<file path="config.mk">
export PLATFORM = sky130hd
export DESIGN_NAME = decoder
export DESIGN_NICKNAME = d
export VERILOG_FILES = /design/src/rtl/tokenizer_pkg.sv /design/src/rtl/decoder_vocab_walker.sv /design/src/rtl/decoder.sv
export SDC_FILE = /design/constraint.sdc
export NUM_CORES = 1
export LEC_CHECK = 0
export CORE_AREA = 2 2 74 76
export DETAILED_ROUTE_END_ITERATION = 8
export DIE_AREA = 0 0 76 78
export PLACE_DENSITY = 0.52
export SLEW_MARGIN = 15
export SYNTH_ARGS = -nofsm -noshare
export SYNTH_HDL_FRONTEND = slang
export SYNTH_SLANG_ARGS = --single-unit
</file>
<file path="constraint.sdc">
create_clock -name clk -period 1.7 [get_ports clk]
set_input_delay 0.255 -clock clk [delete_from_list [all_inputs] [get_ports clk]]
set_output_delay 0.255 -clock clk [all_outputs]
set_load 0.05 [all_outputs]
</file>
<file path="src/rtl/tokenizer_pkg.sv">
// ---------------------------------------------------------------------------
// tokenizer_pkg
// Shared definitions for the tokenizer blocks (encoder / decoder).
//  - decoder_state : state encoding of the decoder FSM
//  - DEF_ADDR_WIDTH / DEF_DATA_WIDTH : default RAM geometry
// ---------------------------------------------------------------------------
package tokenizer_pkg;

    localparam int DEF_ADDR_WIDTH = 4;
    localparam int DEF_DATA_WIDTH = 8;

    typedef enum logic [2:0] {
        IDLE   = 3'd0,
        C_REQ  = 3'd1,
        C_EVAL = 3'd2,
        V_REQ  = 3'd3,
        V_EVAL = 3'd4,
        TERM   = 3'd5,
        DONE   = 3'd6,
        ERR    = 3'd7
    } decoder_state;

endpackage

</file>
<file path="src/rtl/decoder_vocab_walker.sv">
// ---------------------------------------------------------------------------
// vocab_walker
// Seek/copy datapath of the decoder: the vocab RAM read address and the
// count of zero terminators still to be skipped before the wanted entry.
// Ports:
//  clk, rst_n     clock, asynchronous active-low reset
//  i_load         start a new entry: skip_cnt <= i_load_val, address <= 0
//  i_load_val     code value (index of the vocab entry)
//  i_dec          one terminator passed while seeking
//  i_adv          step to the next vocab character
//  o_vocab_addr   registered vocab RAM address
//  o_seeking      skip_cnt is non-zero (still looking for the entry)
//  o_at_max       address sits on the last RAM location
// ---------------------------------------------------------------------------
module vocab_walker
    import tokenizer_pkg::*;
#(
    parameter int ADDR_WIDTH = DEF_ADDR_WIDTH,
    parameter int DATA_WIDTH = DEF_DATA_WIDTH
) (
    input  logic                  clk,
    input  logic                  rst_n,
    input  logic                  i_load,
    input  logic [DATA_WIDTH-1:0] i_load_val,
    input  logic                  i_dec,
    input  logic                  i_adv,
    output logic [ADDR_WIDTH-1:0] o_vocab_addr,
    output logic                  o_seeking,
    output logic                  o_at_max
);

    localparam logic [ADDR_WIDTH-1:0] ADDR_ONE = ADDR_WIDTH'(1);
    localparam logic [DATA_WIDTH-1:0] SKIP_ONE = DATA_WIDTH'(1);

    logic [ADDR_WIDTH-1:0] r_vocab_addr;
    logic [DATA_WIDTH-1:0] r_skip_cnt;

    // A load restarts the walk at the top of the vocab RAM; the FSM never
    // asks for load together with dec/adv.
    always_ff @(posedge clk or negedge rst_n) begin
        if (!rst_n) begin
            r_vocab_addr <= '0;
            r_skip_cnt   <= '0;
        end else if (i_load) begin
            r_vocab_addr <= '0;
            r_skip_cnt   <= i_load_val;
        end else begin
            if (i_dec) begin
                r_skip_cnt <= r_skip_cnt - SKIP_ONE;
            end
            if (i_adv) begin
                r_vocab_addr <= r_vocab_addr + ADDR_ONE;
            end
        end
    end

    assign o_vocab_addr = r_vocab_addr;
    assign o_seeking    = (r_skip_cnt != '0);
    assign o_at_max     = &r_vocab_addr;

endmodule

</file>
<file path="src/rtl/decoder.sv">
// ---------------------------------------------------------------------------
// decoder
// Expands a stream of vocabulary codes back into text. Each code c selects
// the c-th zero-terminated string of the vocab RAM; the strings are written
// back-to-back into the output RAM followed by a single 0 terminator.
// Ports:
//  clk, rst_n   clock, asynchronous active-low reset
//  cs           start request, only looked at in IDLE
//  code_addr    code RAM read address      / code_dout  read data (+1 cycle)
//  vocab_addr   vocab RAM read address     / vocab_dout read data (+1 cycle)
//  out_we       output RAM write enable, out_addr / out_din write port
//  done         sticky completion flag (also set on error)
//  err          sticky error flag
// ---------------------------------------------------------------------------
module decoder
    import tokenizer_pkg::*;
#(
    parameter int                    ADDR_WIDTH = DEF_ADDR_WIDTH,
    parameter int                    DATA_WIDTH = DEF_DATA_WIDTH,
    parameter logic [DATA_WIDTH-1:0] END_CODE   = '1
) (
    input  logic                  clk,
    input  logic                  rst_n,
    input  logic                  cs,
    output logic [ADDR_WIDTH-1:0] code_addr,
    input  logic [DATA_WIDTH-1:0] code_dout,
    output logic [ADDR_WIDTH-1:0] vocab_addr,
    input  logic [DATA_WIDTH-1:0] vocab_dout,
    output logic                  out_we,
    output logic [ADDR_WIDTH-1:0] out_addr,
    output logic [DATA_WIDTH-1:0] out_din,
    output logic                  done,
    output logic                  err
);

    localparam logic [ADDR_WIDTH-1:0] ADDR_ONE = ADDR_WIDTH'(1);

    decoder_state r_state;
    decoder_state w_next;

    logic [ADDR_WIDTH-1:0] r_code_addr;
    logic [ADDR_WIDTH-1:0] r_out_addr;

    logic w_code_clr;
    logic w_code_inc;
    logic w_out_clr;
    logic w_out_inc;
    logic w_load;
    logic w_dec;
    logic w_adv;
    logic w_seeking;
    logic w_vocab_max;
    logic w_code_max;
    logic w_out_max;

    assign w_code_max = &r_code_addr;
    assign w_out_max  = &r_out_addr;

    vocab_walker #(
        .ADDR_WIDTH (ADDR_WIDTH),
        .DATA_WIDTH (DATA_WIDTH)
    ) u_walker (
        .clk          (clk),
        .rst_n        (rst_n),
        .i_load       (w_load),
        .i_load_val   (code_dout),
        .i_dec        (w_dec),
        .i_adv        (w_adv),
        .o_vocab_addr (vocab_addr),
        .o_seeking    (w_seeking),
        .o_at_max     (w_vocab_max)
    );

    always_ff @(posedge clk or negedge rst_n) begin
        if (!rst_n) begin
            r_state <= IDLE;
        end else begin
            r_state <= w_next;
        end
    end

    always_ff @(posedge clk or negedge rst_n) begin
        if (!rst_n) begin
            r_code_addr <= '0;
            r_out_addr  <= '0;
        end else begin
            if (w_code_clr) begin
                r_code_addr <= '0;
            end else if (w_code_inc) begin
                r_code_addr <= r_code_addr + ADDR_ONE;
            end
            if (w_out_clr) begin
                r_out_addr <= '0;
            end else if (w_out_inc) begin
                r_out_addr <= r_out_addr + ADDR_ONE;
            end
        end
    end

    // Address counters never wrap: reaching the last location where another
    // step would be needed sends the FSM to ERR instead. A character landing
    // on the last output slot is refused because the terminator must fit.
    always_comb begin
        w_next     = r_state;
        out_we     = 1'b0;
        out_din    = '0;
        w_code_clr = 1'b0;
        w_code_inc = 1'b0;
        w_out_clr  = 1'b0;
        w_out_inc  = 1'b0;
        w_load     = 1'b0;
        w_dec      = 1'b0;
        w_adv      = 1'b0;
        case (r_state)
            IDLE: begin
                if (cs) begin
                    w_code_clr = 1'b1;
                    w_out_clr  = 1'b1;
                    w_next     = C_REQ;
                end
            end
            C_REQ: begin
                w_next = C_EVAL;
            end
            C_EVAL: begin
                if (code_dout == END_CODE) begin
                    w_next = TERM;
                end else begin
                    w_load = 1'b1;
                    w_next = V_REQ;
                end
            end
            V_REQ: begin
                w_next = V_EVAL;
            end
            V_EVAL: begin
                if (w_seeking) begin
                    if (vocab_dout == '0) begin
                        w_dec = 1'b1;
                    end
                    if (w_vocab_max) begin
                        w_next = ERR;
                    end else begin
                        w_adv  = 1'b1;
                        w_next = V_REQ;
                    end
                end else if (vocab_dout == '0) begin
                    if (w_code_max) begin
                        w_next = ERR;
                    end else begin
                        w_code_inc = 1'b1;
                        w_next     = C_REQ;
                    end
                end else if (w_out_max) begin
                    w_next = ERR;
                end else begin
                    out_we  = 1'b1;
                    out_din = vocab_dout;
                    if (w_vocab_max) begin
                        w_next = ERR;
                    end else begin
                        w_out_inc = 1'b1;
                        w_adv     = 1'b1;
                        w_next    = V_REQ;
                    end
                end
            end
            TERM: begin
                out_we = 1'b1;
                w_next = DONE;
            end
            DONE: begin
                w_next = DONE;
            end
            ERR: begin
                w_next = ERR;
            end
            default: begin
                w_next = IDLE;
            end
        endcase
    end

    assign code_addr = r_code_addr;
    assign out_addr  = r_out_addr;
    assign done      = (r_state == DONE) || (r_state == ERR);
    assign err       = (r_state == ERR);

endmodule

</file>
==> reports/metrics.cfg, run 1 <==
[critical_path]
worstSetupPathType = reg2out
cp_max_fo = 5
start_kind = flip-flop
setup.worst_path.end_class = primary output
cp.required_ns = 1.44
critPathArrivalTime_ns = 1.70

[clock_tree]
insertion_delay_ns = 0.27
cts_tree = done
htreeDepth = 1
path_clk_slew_ns = 0.09
cts_root_buf = clkbuf_8
cts.sinks = 23
cts_buffers = 3
clk_path_buf_depth = 2

[sta]
fmax_ghz = 0.511
setup_viol = 23
period_minus_slack_ns = 1.96
fin_skew_ns = 0.00667
fin_ws_ns = -0.256
slew_violations = 0
fin_crit_sh_pct = 115
finalHoldViolCount = 0
fin_tns_setup_ns = -3.77
slew_headroom_pct = 79.5
worstMarginPinSlew_ns = 0.305
rsz0062_at_grt = true

[synth]
synth_area_per_cell_um2 = 9.55
syn-num-nets = 180
yosysWarningCount = 0
synth_edf_count = 0
syn_inst = 156
ys_types = 45
ys.flop_type = dfrtp_1
ys_ff_latch = 23
syn_area_um2 = 1490
seq_area_frac_synth_pct = 38.6
async_reset_ff_share_pct = 100

[global_routing]
grt_pass1_wl_mm = 7.66
grt_start_max_net_pins = 24
grt.total_usage_pct = 15.9
grt_pass1_vias = 1607
antenna_found_initial = 0
grt-ovfl-total = 0

[route]
via_count = 1566
drcViolationCount = 0
drtIter0Drc = 57
antenna_left = 0
vias_per_cell = 4.92
first_pass_iters = 4
routed_wl_mm = 4.63
wl_per_cell_um = 14.6

[power_and_ir_drop]
p_leak_nw = 1.17
p_per_area_nw_per_um2 = 1180
switchingPower_mw = 1.29
totalPowerFinal_mw = 3.13
irDropWorstVdd_mv = 0.589
comb_power_share_pct = 60.2
switching_share_pct = 41.3
clkPwrFrac_pct = 11.3
pwr-share-seq_pct = 28.5
internal-power_mw = 1.84

[floorplan]
pin_count = 42
rows = 26
initial_core_util_pct = 29.6
die_w_um = 76
dieHeight_um = 78
die-area_um2 = 5930
coreArea_um2 = 5040

[final_layout]
fillerInstances = 468
seq_area_um2 = 581
multi_input_area_um2 = 1050
final_nets = 273
drive_above_1_share_pct = 50.8
area_growth_pct = 77.2
design_area_um2 = 2640
antenna_cells = 0

[worst_hold_path]
min_path_type = in2async

[placed_design]
post_dp_cell_area_um2 = 2300
place_congestion = 0.833
dp_hpwl_mm = 3.33
port_buffers = 41

[job]
maxCapViolations = 0

[outcome]
status = finished with violations
violations = negative setup slack

[worst paths after layout]
path | from | end | slack [ns] | cells past startpoint
min in group clk | u_walker.o_vocab_addr[3] | u_walker.o_vocab_addr[3] | 0.53 | 1
worst max-delay path | u_walker.r_skip_cnt[1] | out_din[7] | -0.26 | 6
worst min-delay path | rst_n | code_addr[3] | 0.35 | 2
worst min register to register | u_walker.o_vocab_addr[3] | u_walker.o_vocab_addr[3] | 0.53 | 1
worst max register to register | u_walker.r_skip_cnt[1] | u_walker.o_vocab_addr[2] | -0.17 | 10
max in group asynchronous | rst_n | u_walker.r_skip_cnt[2] | 1.09 | 2
[per-layer routing]
layer / track usage [%] / wire, um / vias to the layer above
li1: - / - / 764
met1: 18.1 / 1920 / 752
met2: 29.9 / 2410 / 46
met3: 2.79 / 254 / 4
met4: 5.09 / 44 / 0
met5: 0 / 0 / -
[cell usage in the layout (no fill, tap or decap), types with 6 or more instances in the layout]
cell              n
buf_8             8
nand2_1          10
dlygate4sd2_1     8
and3_4           11
buf_4            60
dfrtp_1          19
clkdlybuf4s50_1  10
nand3_1           6
nor2_1           19
[cell type report]
cell class              instances  area share [%]
repair buffers                 94            32.4
well taps                      70            3.32
clock buffers                   4            1.71
flip-flops and latches         23            22.0
inverters                       5           0.711
multi-input cells             122            39.8
[through the flow]
stage | cells | setup WS (ns) | hold WS, ns | utilization (%)
6_report | 318 | -0.256 | 0.347 | 52.4
5_1_grt | 318 | -0.353 | 0.365 | 52.4
4_1_cts | 316 | -0.264 | 0.361 | 51.3
3_5_place_dp | 300 | -0.488 | 0.525 | 45.7
3_3_place_gp | 300 | -0.440 | 0.497 | 45.7
2_1_floorplan | 156 | -0.0788 | -0.0406 | -
[kinds of logic after synthesis]
group	count (synthesis)	share of synthesized area, %
AND/OR/NAND/NOR	77	30.7
adder cells (fa/ha/maj)	5	4.20
flip-flops	23	38.6
buffers and inverters	12	4.79
multiplexers	2	1.34
XOR/XNOR	8	4.70
AO/OA/AOI/OAI	29	15.6
[power by group through the flow]
stage	clock, mW	combinational (mW)	sequential, mW
after floorplan	0	0.940	0.958
after global placement	0	1.68	0.889
after detailed placement	0	1.70	0.894
after CTS	0.359	1.85	0.888
after global routing	0.382	2.04	0.918
final	0.352	1.89	0.892
[timing repair]
action	4_1_cts	5_1_grt
gates cloned	1	0
setup endpoints to repair	31	30
hold buffers	0	0
gates resized for setup	44	8
pin swaps	12	5
buffers inserted	12	2
[Yosys cell counts (all sizes together), types with 3 or more instances]
| cell | count | area [um^2] |
|---|---|---|
| dfrtp | 23 | 576 |
| nor2 | 19 | 71.3 |
| and3 | 14 | 88.8 |
| nand2 | 12 | 52.6 |
| nand3 | 10 | 50.1 |
| o21ai | 7 | 35.0 |
| buf | 5 | 41.3 |
| ha | 5 | 62.6 |
| inv | 5 | 18.8 |
| xor2 | 5 | 43.8 |
| a221o | 4 | 43.8 |
| nand4 | 4 | 25.0 |
| nor4 | 4 | 40.0 |
| o211ai | 4 | 30.0 |
| nor3 | 3 | 20.0 |
| xnor2 | 3 | 26.3 |
[worst max-delay path, stage by stage, from the launching register on]
cell and delay (ns):
dfrtp_1 0.39, inv_2 0.08, ha_4 0.13, nor3b_4 0.23, and3_4 0.26, and3_4 0.20, buf_8 0.14
[sequential cells by signal, summed over array words and instances, names as in the netlist]
register               cells
u_walker.o_vocab_addr      4
r_state                    3
u_walker.r_skip_cnt        8
code_addr                  4
out_addr                   4
No activity file was read; power rests on OpenSTA's default activity.
==> run 2: changes to the inputs <==
- CORE_AREA: 2 2 74 76 -> 2 2 62 64
- DIE_AREA: 0 0 76 78 -> 0 0 64 66
- PLACE_DENSITY: 0.52 -> 0.72
==> reports/metrics.cfg, run 2 (same netlist as run 1, synthesis figures left out) <==
[route]
antenna_left = 0  ; unchanged
routed_wl_mm = 4.64  ; +0.24%
via_count = 1639  ; +4.7%
wl_per_cell_um = 15.9  ; +9.5%
drtIter0Drc = 87  ; +53%
first_pass_iters = 4  ; unchanged
vias_per_cell = 5.63  ; +14%
drcViolationCount = 0  ; unchanged

[critical_path]
reg2regPathDepth = 9  ; -1
start_kind = flip-flop
slowest_delay_ns = 0.42  ; +0.03 ns
worstReg2RegEnd = r_state[2]
cp.required_ns = 1.44  ; about the same
crit_top_cell = and3_4
slowest_stage = dfrtp_1
critPathArrivalTime_ns = 1.79  ; +0.09 ns
r2r_start = u_walker.r_skip_cnt[0]
worstSetupPathType = reg2out
cp_cell_sequence = inv_2, ha_4, nor3b_4, and3_4, and3_4, buf_8
r2r_slack_ns = -0.27  ; -0.10 ns
cp-startpoint = u_walker.r_skip_cnt[0]
setup.worst_path.end_class = primary output
cp_max_fo = 5  ; unchanged

[clock_tree]
htreeDepth = 1  ; unchanged
clk_path_buf_depth = 2  ; unchanged
cts.sinks = 23  ; unchanged
path_clk_slew_ns = 0.13  ; +0.04 ns
insertion_delay_ns = 0.32  ; +0.05 ns
cts_tree = done
cts_buffers = 3  ; unchanged
cts_root_buf = clkbuf_4

[final_layout]
top_register = u_walker.r_skip_cnt
final_core_util_pct = 72.3  ; +20 points
mostFrequentLayoutCell = buf_4
area_growth_pct = 72.3
final_cell_mix = 54 x buf_4, 19 x dfrtp_1, 18 x nor2_1
drive_above_1_share_pct = 51.0  ; +0.22 points
largest_reg_flops = 8  ; unchanged
final_nets = 268  ; -1.8%
antenna_cells = 0  ; unchanged

[global_routing]
grt_start_max_net_pins = 24  ; unchanged
grt_pass1_vias = 1669  ; +3.9%
grt.total_usage_pct = 22.4  ; +6.5 points
grt-ovfl-total = 0  ; unchanged
antenna_found_initial = 0  ; unchanged
grt_pass1_wl_mm = 7.42  ; -3.1%

[placed_design]
place_congestion = 0.909  ; +9.1%
dp_hpwl_mm = 3.13  ; -6.0%
port_buffers = 41  ; unchanged

[sta]
slew_violations = 0  ; unchanged
rsz0062_at_grt = true
period_minus_slack_ns = 2.04  ; +0.0844 ns
finalHoldViolCount = 0  ; unchanged
setup_viol = 24  ; +4.3%
slew_headroom_pct = 79.1  ; -0.46 points
hold_slack_ns = 0.280  ; -0.0672 ns
fmax_ghz = 0.490  ; -4.1%
worstMarginPinSlew_ns = 0.314  ; +0.00923 ns
fin_crit_sh_pct = 120  ; +5.0 points
fin_ws_ns = -0.340  ; -0.0844 ns
fin_skew_ns = 0.00478  ; -0.00189 ns

[floorplan]
pin_count = 42  ; unchanged
dieHeight_um = 66  ; -15%
die_w_um = 64  ; -16%
rows = 22  ; -15%
die-area_um2 = 4220  ; -29%
initial_core_util_pct = 42.0  ; +12 points
coreArea_um2 = 3550  ; -30%

[outcome]
status = finished with violations
violations = negative setup slack

[power_and_ir_drop]
p_leak_nw = 1.17  ; +0.12%
p_per_area_nw_per_um2 = 1230  ; +3.5%
irDropWorstVdd_mv = 0.829  ; +41%

[worst_hold_path]
min_path_type = in2async

[job]
maxCapViolations = 0  ; unchanged

[run 2: layer usage]
layer / track usage, % / share of wire [%] / vias up
met1: 24.6 / 40 / 807
met2: 41.9 / 52 / 68
li1: - / - / 753
met4: 10.3 / 2.4 / 0
met5: 0 / 0 / -
met3: 3.58 / 5.5 / 11
[run 2: worst max-delay path, delay by kind of cell (launching register included)]
kind / cells / cell delay [ns]
flops: 1 / 0.42
buf+inv: 2 / 0.23
fa+ha+maj: 1 / 0.14
simple gates: 3 / 0.68
[run 2: how the worst max path moves through the flow]
stage,depth (start not counted),endpoint,slack (ns)
final,6,out_din[0],-0.34
after global routing,6,out_din[4],-0.42
after CTS,6,out_din[2],-0.34
after detailed placement,7,u_walker.r_skip_cnt[7],-0.41
after global placement,7,u_walker.r_skip_cnt[4],-0.38
after floorplan,6,out_din[0],-0.08
[run 2: through the flow]
step	setup WS, ns	instance area [um^2]	cells	total power [mW]	setup TNS (ns)
detailed placement	-0.409	2240	274	2.56	-8.59
global route	-0.423	2570	291	3.33	-8.24
global placement	-0.380	2240	274	2.50	-8.31
floorplan	-0.0788	1610	156	1.90	-0.996
CTS	-0.336	2430	284	2.99	-4.36
finish	-0.340	2570	291	3.15	-5.64
[run 2: layout make-up]
| type | instances | area, um^2 |
|---|---|---|
| flip-flops and latches | 23 | 581 |
| well taps | 48 | 60.1 |
| clock buffers | 4 | 26.3 |
| fillers | 259 | 983 |
| multi-input cells | 122 | 1050 |
| repair buffers | 89 | 832 |
| inverters | 5 | 18.8 |
[run 2: where the power goes]
group | switching (mW) | leakage (nW) | internal, mW
sequential | 0.185 | 0.293 | 0.710
clock | 0.174 | 0.0150 | 0.0920
combinational | 0.980 | 0.867 | 1.01
[run 2: repair_timing]
item / in CTS / in global routing
gates resized for setup: 30 / 24
buffers inserted: 6 / 8
endpoints found under the setup margin: 29 / 31
gates cloned: 1 / 0
hold buffers: 0 / 0
hold endpoints to repair: 0 / 0
pin swaps: 7 / 18
